$ cat src/rtl/cordic_iter.sv
// cordic_iter: iterative CORDIC engine (rotation/vectoring), one shift-add stage reused over ITER cycles
// Ports:
//   clk, rst_n             clock, asynchronous active-low reset
//   in_valid/in_ready      operand handshake; mode, x_in, y_in, z_in sampled on acceptance
//   out_valid/out_ready    result handshake; x_out, y_out, z_out held while out_ready is low
// Data is signed Q2.(WIDTH-2); angles in radians. Results carry the CORDIC gain K (~1.64676).
module cordic_iter #(
  parameter int WIDTH = 16,
  parameter int ITER  = 14,
  parameter int GUARD = 2
) (
  input  logic                    clk,
  input  logic                    rst_n,
  input  logic                    in_valid,
  output logic                    in_ready,
  input  logic                    mode,
  input  logic signed [WIDTH-1:0] x_in,
  input  logic signed [WIDTH-1:0] y_in,
  input  logic signed [WIDTH-1:0] z_in,
  output logic                    out_valid,
  input  logic                    out_ready,
  output logic signed [WIDTH-1:0] x_out,
  output logic signed [WIDTH-1:0] y_out,
  output logic signed [WIDTH-1:0] z_out
);
  localparam int IW = WIDTH + GUARD;
  localparam int CW = $clog2(ITER + 1);
  localparam int SH = 32 - WIDTH;
  localparam logic signed [IW-1:0] MAXV = IW'({1'b0, {(WIDTH-1){1'b1}}});
  localparam logic signed [IW-1:0] MINV = ~MAXV;
  typedef enum logic [1:0] {IDLE, RUN, DONE} state_t;
  state_t                 state_q;
  logic [CW-1:0]          cnt_q;
  logic                   mode_q, rdy_q, out_valid_q, d_pos, take;
  logic signed [IW-1:0]   x_q, y_q, z_q, x_d, y_d, z_d, xs, ys;
  logic signed [WIDTH-1:0] x_out_q, y_out_q, z_out_q;
  logic signed [IW-1:0]   atan_t [ITER+1];
  function automatic longint atan_q30(input int i);
    case (i)
      0:  return 843314856;
      1:  return 497837829;
      2:  return 263043836;
      3:  return 133525158;
      4:  return 67021686;
      5:  return 33543515;
      6:  return 16775850;
      7:  return 8388437;
      8:  return 4194282;
      9:  return 2097149;
      10: return 1048575;
      11: return 524287;
      12: return 262143;
      13: return 131071;
      14: return 65535;
      15: return 32767;
      16: return 16383;
      17: return 8191;
      18: return 4095;
      19: return 2047;
      20: return 1023;
      21: return 511;
      22: return 255;
      23: return 127;
      default: return 0;
    endcase
  endfunction
  // (2v + 2^SH) >> (SH+1) rounds to nearest and stays valid when SH is 0
  function automatic logic signed [IW-1:0] atan_r(input int i);
    longint v;
    v = (2 * atan_q30(i) + (longint'(1) <<< SH)) >>> (SH + 1);
    return IW'(v);
  endfunction
  function automatic logic [WIDTH-1:0] sat(input logic signed [IW-1:0] v);
    return v > MAXV ? MAXV[WIDTH-1:0] : v < MINV ? MINV[WIDTH-1:0] : v[WIDTH-1:0];
  endfunction
  // extra entry keeps the lookup in range on the final (output) cycle
  for (genvar k = 0; k <= ITER; k++) begin : g_atan
    assign atan_t[k] = atan_r(k);
  end
  // d = +1 when d_pos: rotation steers z to 0, vectoring steers y to 0
  assign d_pos = mode_q ? y_q[IW-1] : ~z_q[IW-1];
  assign xs = x_q >>> cnt_q;
  assign ys = y_q >>> cnt_q;
  assign x_d = d_pos ? x_q - ys : x_q + ys;
  assign y_d = d_pos ? y_q + xs : y_q - xs;
  assign z_d = d_pos ? z_q - atan_t[cnt_q] : z_q + atan_t[cnt_q];
  assign in_ready = rdy_q & (state_q == IDLE | (state_q == DONE & out_ready));
  assign take = in_valid & in_ready;
  assign out_valid = out_valid_q;
  assign x_out = x_out_q;
  assign y_out = y_out_q;
  assign z_out = z_out_q;
  always_ff @(posedge clk or negedge rst_n)
    if (!rst_n) begin
      state_q <= IDLE;
      cnt_q <= '0;
      rdy_q <= 1'b0;
      mode_q <= 1'b0;
      x_q <= '0;
      y_q <= '0;
      z_q <= '0;
      out_valid_q <= 1'b0;
      x_out_q <= '0;
      y_out_q <= '0;
      z_out_q <= '0;
    end else begin
      rdy_q <= 1'b1;
      if (take) begin
        state_q <= RUN;
        cnt_q <= '0;
        mode_q <= mode;
        x_q <= IW'(x_in);
        y_q <= IW'(y_in);
        z_q <= IW'(z_in);
        out_valid_q <= 1'b0;
      end else
        case (state_q)
          RUN:
            if (cnt_q == CW'(ITER)) begin
              state_q <= DONE;
              out_valid_q <= 1'b1;
              x_out_q <= sat(x_q);
              y_out_q <= sat(y_q);
              z_out_q <= sat(z_q);
            end else begin
              x_q <= x_d;
              y_q <= y_d;
              z_q <= z_d;
              cnt_q <= cnt_q + CW'(1);
            end
          DONE:
            if (out_ready) begin
              state_q <= IDLE;
              out_valid_q <= 1'b0;
            end
          default: ;
        endcase
    end
endmodule

$ cat config.mk
export PLATFORM = sky130hd
export DESIGN_NAME = cordic_iter
export DESIGN_NICKNAME = d
export VERILOG_FILES = /design/src/rtl/cordic_iter.sv
export SDC_FILE = /design/constraint.sdc
export NUM_CORES = 1
export LEC_CHECK = 0
export BUFFER_PORTS_ARGS = -buffer_cell sky130_fd_sc_hd__buf_4
export CAP_MARGIN = 10
export CELL_PAD_IN_SITES_DETAIL_PLACEMENT = 1
export CELL_PAD_IN_SITES_GLOBAL_PLACEMENT = 1
export CORE_UTILIZATION = 49
export CTS_CLUSTER_SIZE = 10
export DETAILED_ROUTE_END_ITERATION = 8
export PLACE_DENSITY = 0.95
export SYNTH_ARGS = -nofsm -noshare
export SYNTH_HDL_FRONTEND = slang
export SYNTH_SLANG_ARGS = --single-unit
$ cat constraint.sdc
create_clock -name clk -period 9.15 [get_ports clk]
set_input_delay 1.3725 -clock clk [delete_from_list [all_inputs] [get_ports clk]]
set_output_delay 1.3725 -clock clk [all_outputs]
set_load 0.05 [all_outputs]
======== Word level (Yosys, flattened, before mapping) ========
Memory sizes are Yosys's and may differ from the RTL's.
Index checks and enable logic that the tools add are counted.
operators by class
  add/sub/neg operators ................... 7
  $mul .................................... 0
  divide/modulo/power cells ............... 0
  $lt $le $gt $ge ......................... 7
  equal/unequal tests ..................... 6
  shift operators ......................... 2
  multiplexer cells ....................... 32
  bitwise operators ....................... 7
  reduce and logical (&&, ||, !) cells .... 6
operator list
  cell                    count
  $mux W18                14
  $mux W16                6
  $add A18 B18 Y18        3
  $gt A18 B16 Y1 const B  3
  $lt A18 B16 Y1 const B  3
  $sub A18 B18 Y18        3
  $sshr A18 B4 Y18        2
  $mux W4                 3
  $mux W2                 3
  $ne A3 B3 Y1 const B    2
  $reduce_and A3 Y1       2
  $ge A5 B5 Y1 const B    1
  $not A4 Y5              1
  $add A4 B1 Y4 const B   1
  $eq A4 B4 Y1 const B    1
  $mux W1                 4
  $pmux W2 S2             1
  $and A1 B1 Y1           3
  $reduce_bool A3 Y1      1
  $eq A2 B1 Y1 const B    1
  $eq A2 B2 Y1 const B    1
  $logic_not A2 Y1        1
  $ne A2 B2 Y1 const B    1
  $not A1 Y1              2
  4 further kinds         4
storage, ports and cells
  register bits after elaboration ......... 111
  bits in latches ......................... 0
  bits in writable memories ............... 0
  bits in read-only memories .............. 288
  input port bits ......................... 53
  output and inout bits ................... 50
  memories kept ........................... 1
memories
  memory            depth  width  read ports  clocked after memory_dff  write ports  RTL line  text
  (name not given)  16     18     1           0                         0            86        assign z_d = d_pos ? z_q - atan_t[cnt_q] : z_q + atan_t[cnt_q];

======== Logic depth before layout (Yosys ltp) ========
  word-level depth ........................ 9
  mapped depth ............................ 22
  mapped depth without buffers ............ 20

======== Worst setup path before layout ========
OpenSTA, ideal clock, no wires.
  path kind ............................... register -> register
  start ................................... register cnt_q[0]
  end ..................................... register z_q[17]
  arrival ................................. 4349 ps
  slack ................................... 4719 ps
  cell stages (with the launch flop) ...... 22
  path buffers ............................ 2
  clock period less this slack ............ 4431 ps
  cells stage by stage .................... dfrtp_1 -> buf_6 -> buf_6 -> inv_2 -> ha_1 -> nor2b_1 -> a21oi_1 -> nor2_1 -> a31oi_1 -> ha_1 -> o21ai_0 -> o41ai_1 -> xor2_1 -> ha_1 -> a21oi_1 -> nand2_1 -> o2111ai_1 -> a31oi_1 -> a31oi_1 -> xnor2_1 -> or3_1 -> a31oi_1
between the ends
  longest elaborated chain between the ends .. 9
  elaborated cells on any way between the ends .. 13
  those cells by class .................... add/sub (2); eq/ne (2); mux (6); bitwise (1); reduce/logical (1); memory (1)
RTL lines
  element                                                      RTL line  text
  start, declared                                              33        logic [CW-1:0] cnt_q;
  start signal, assigned                                       129       cnt_q <= cnt_q + CW'(1);
  $not A4 Y5 (implied by the code)                             86
  $mem_v2 Z16 W18                                              --
  $mux W18 (implied by the code) (2 in a row)                  86
  $add A18 B18 Y18 / $sub A18 B18 Y18 (equally long branches)  86
  $mux W18                                                     86
  $mux W18                                                     119       if (cnt_q == CW'(ITER)) begin
  $mux W18                                                     117       case (state_q)
  $mux W18                                                     108       if (take) begin
  end signal, assigned                                         114       z_q <= IW'(z_in);
  end signal, assigned                                         128       z_q <= z_d;
  end, declared                                                35        logic signed [IW-1:0] x_q, y_q, z_q, x_d, y_d, z_d, xs, ys;
Several ways; a longest one is shown, not always the timed one. The select of a mux whose other input is x is not followed.
A chain may end at the register's enable or synchronous reset.

======== Final worst setup path ========
  start ................................... register cnt_q[1]
  end ..................................... register z_q[17]
Same word-level chain as after synthesis.

==> impl_metrics.tcl <==
set metrics [dict create \
    status "finished, final reports clean" \
    crit_path_max_incr_delay_ns 0.63 \
    antennaDiodeCount 0 \
    synth_cells 1295 \
    die_x_um 148 \
    placed_area_um2 11400 \
    crit_start "cnt_q[1]" \
    clkSinkCount 110 \
    postCtsHoldBufs 0 \
    setup-violations-final 0 \
    synth_fp_nets 1413 \
    core_um2 21000 \
    cts_buffers 9 \
    drt-pass1-iter-count 6 \
    layout_min_cycle_time_ns 5.90 \
    drc 0 \
    num_vias 10500 \
    nets 1454 \
    tightest_slew_ns 1.11 \
    cp.arrival_ns 6.19 \
    yosys.cell_count.top_type "nand2_1" \
    htree_levels 3 \
    row_count 53 \
    stdcell_area_um2 11700 \
    cp_max_fo 52 \
    vias_per_cell 6.48 \
    hold_class "flop to flop" \
    clk_latency_ns 0.38 \
    place.gp.congestion 0.950 \
    area_growth_pct 11.7 \
    ios 103 \
    synth_edf_count 0 \
    synthArstFlopShare 1.00 \
    cp_slowest_cell "o41ai_1" \
    grt_usage 0.332 \
    synth.avg_cell_area_um2 8.11 \
    postCtsSetupBuffers 0 \
    drtIter0Drc 925 \
    end_kind "flop" \
    cts.path.max_buffers 2 \
    dpl.hpwl_um 25400 \
    critPathKind "flop to flop" \
    timing.rr.start "cnt_q[1]" \
    yosysWarnings 0 \
    ant_nets 0 \
    preCtsSetupSlack_ns 3.35 \
    synth_area_um2 10500 \
    finish.utilization 0.559 \
    start_util 0.500 \
    clk_pin_slew_worst_paths_ns 0.08 \
    synth_top_cell_by_area "dfrtp_1" \
    routed_wl_um 36000 \
    wl_per_cell_um 22.3 \
    worstHoldStart "z_out[1]" \
    drive_gt1_frac 0.156 \
    root_buffer "clkbuf_16" \
    io_buffers 102 \
    fin_crit_sh 0.645 \
    maxSlewViolCount 0 \
    max-cap-violations 0 \
    setup_tns_ns 0 \
    crit_path_frequent_cell "a31oi_1" \
    ys_top_cells_by_area "dfrtp_1 26%, ha_1 7.4%, o21ai_0 7.0%" \
    cts_resized 0 \
    synth_cell_types 76 \
    synth_commonest_cells "180 x nand2_1, 161 x nor2_1, 148 x o21ai_0, 110 x dfrtp_1, 62 x ha_1" \
    grt_pass1_wl_um 57600 \
    gr-total-overflow 0 \
    die_h_um 148 \
    setup_ws_ns 3.25 \
    slew_headroom 0.262 \
    synth_ff_type "dfrtp_1" \
    critPathBufInv 2 \
    fin_worst_skew_ns 0.0254 \
    antenna_found_initial 0 \
    fmax_ghz 0.169 \
    synth_top_area_frac 0.262 \
    grt_pass1_vias 10800 \
    dieArea_um2 22000 \
    crit_chain "buf_4 -> clkinv_1 -> ha_1 -> nor2b_1 -> a21oi_1 -> nor2_1 -> a31oi_1 -> ha_1 -> o21ai_0 -> o41ai_1 -> xor2_1 -> ha_1 -> a21oi_1 -> nand2_1 -> o2111ai_1 -> a31oi_1 -> a31oi_1 -> xnor2_1 -> or3_1 -> a31oi_1" \
    worstSetupStartpointType "flop" \
    yosysSeqAreaShare 0.262 \
    finalHoldViolCount 0 \
    cp_top_family "compound AO/OA/AOI/OAI gates" \
    grt_max_degree 79 \
    cts_tree "done" \
    cp.required_ns 9.43 \
    rsz0062_at_grt "no" \
    synth_seq_cells 110 \
]
[logic make-up after synthesis]
group / after synthesis / share of synthesized area
buffers and inverters: 123 / 0.0499
AO/OA/AOI/OAI: 399 / 0.248
multiplexers: 76 / 0.110
adder cells (fa/ha/maj): 65 / 0.0795
AND/OR/NAND/NOR: 432 / 0.176
other: 1 / 0.000357
XOR/XNOR: 89 / 0.0742
flip-flops: 110 / 0.262
[routing by layer]
| metal | vias to the layer above | global-route usage | part of all wire |
|---|---|---|---|
| li1 | 4728 | - | - |
| met1 | 5159 | 0.437 | 0.42 |
| met2 | 446 | 0.533 | 0.46 |
| met3 | 141 | 0.0543 | 0.073 |
| met4 | 0 | 0.149 | 0.042 |
| met5 | - | 0 | 0 |
[through the flow]
| step | hold slack [ns] | std cells |
|---|---|---|
| after floorplan | 0.511 | 1295 |
| after global placement | 0.465 | 1598 |
| after detailed placement | 0.472 | 1598 |
| after CTS | 0.491 | 1614 |
| after global routing | 0.513 | 1616 |
| final | 0.484 | 1616 |
[worst register-to-register path, stage by stage (launching register included)]
cell and delay (ns):
dfrtp_2 0.36, buf_4 0.56, clkinv_1 0.54, ha_1 0.45, nor2b_1 0.19, a21oi_1 0.16
nor2_1 0.06, a31oi_1 0.24, ha_1 0.22, o21ai_0 0.12, o41ai_1 0.64, xor2_1 0.25
ha_1 0.31, a21oi_1 0.36, nand2_1 0.13, o2111ai_1 0.26, a31oi_1 0.17, a31oi_1 0.23
xnor2_1 0.10, or3_1 0.32, a31oi_1 0.19
[cell type report]
type	instances	area, um2
clock buffers	10	239
clock inverters	6	85.1
fillers	2566	9280
inverters	33	124
multi-input cells	1062	7250
flip-flops and latches	110	2760
well taps	275	344
repair buffers	120	941
[worst paths after layout]
path | end | slack (ns) | cells past startpoint
worst max-delay path | z_q[17] | 3.25 | 20
max in group asynchronous | cnt_q[0] | 6.76 | 2
min in group asynchronous | y_q[14] | 0.95 | 1
worst min-delay path | z_out[1] | 0.48 | 2
worst min register to register | z_out[1] | 0.48 | 2
worst max register to register | z_q[17] | 3.25 | 20
[cell usage in the layout, fill, tap and decap left out, types with 26 or more instances in the layout]
cell type and count:
nand2_1 180, nor2_1 160, o21ai_0 148, buf_4 118, dfrtp_1 108, ha_1 62, a21oi_1 55, xnor2_1 52
a22oi_1 44, xor2_1 37, inv_1 30, o2bb2ai_1 30, mux4_2 28, mux2i_1 26
[registers in the layout (all words and copies together), names as in the netlist, 2 cells and up]
register,count
x_q,18
z_out,16
z_q,18
x_out,16
cnt_q,4
y_q,18
y_out,16
state_q,2
Power is left out: the tool's default activity adds up to more than one toggle a clock period on the data nets, which glitch-free logic cannot reach.
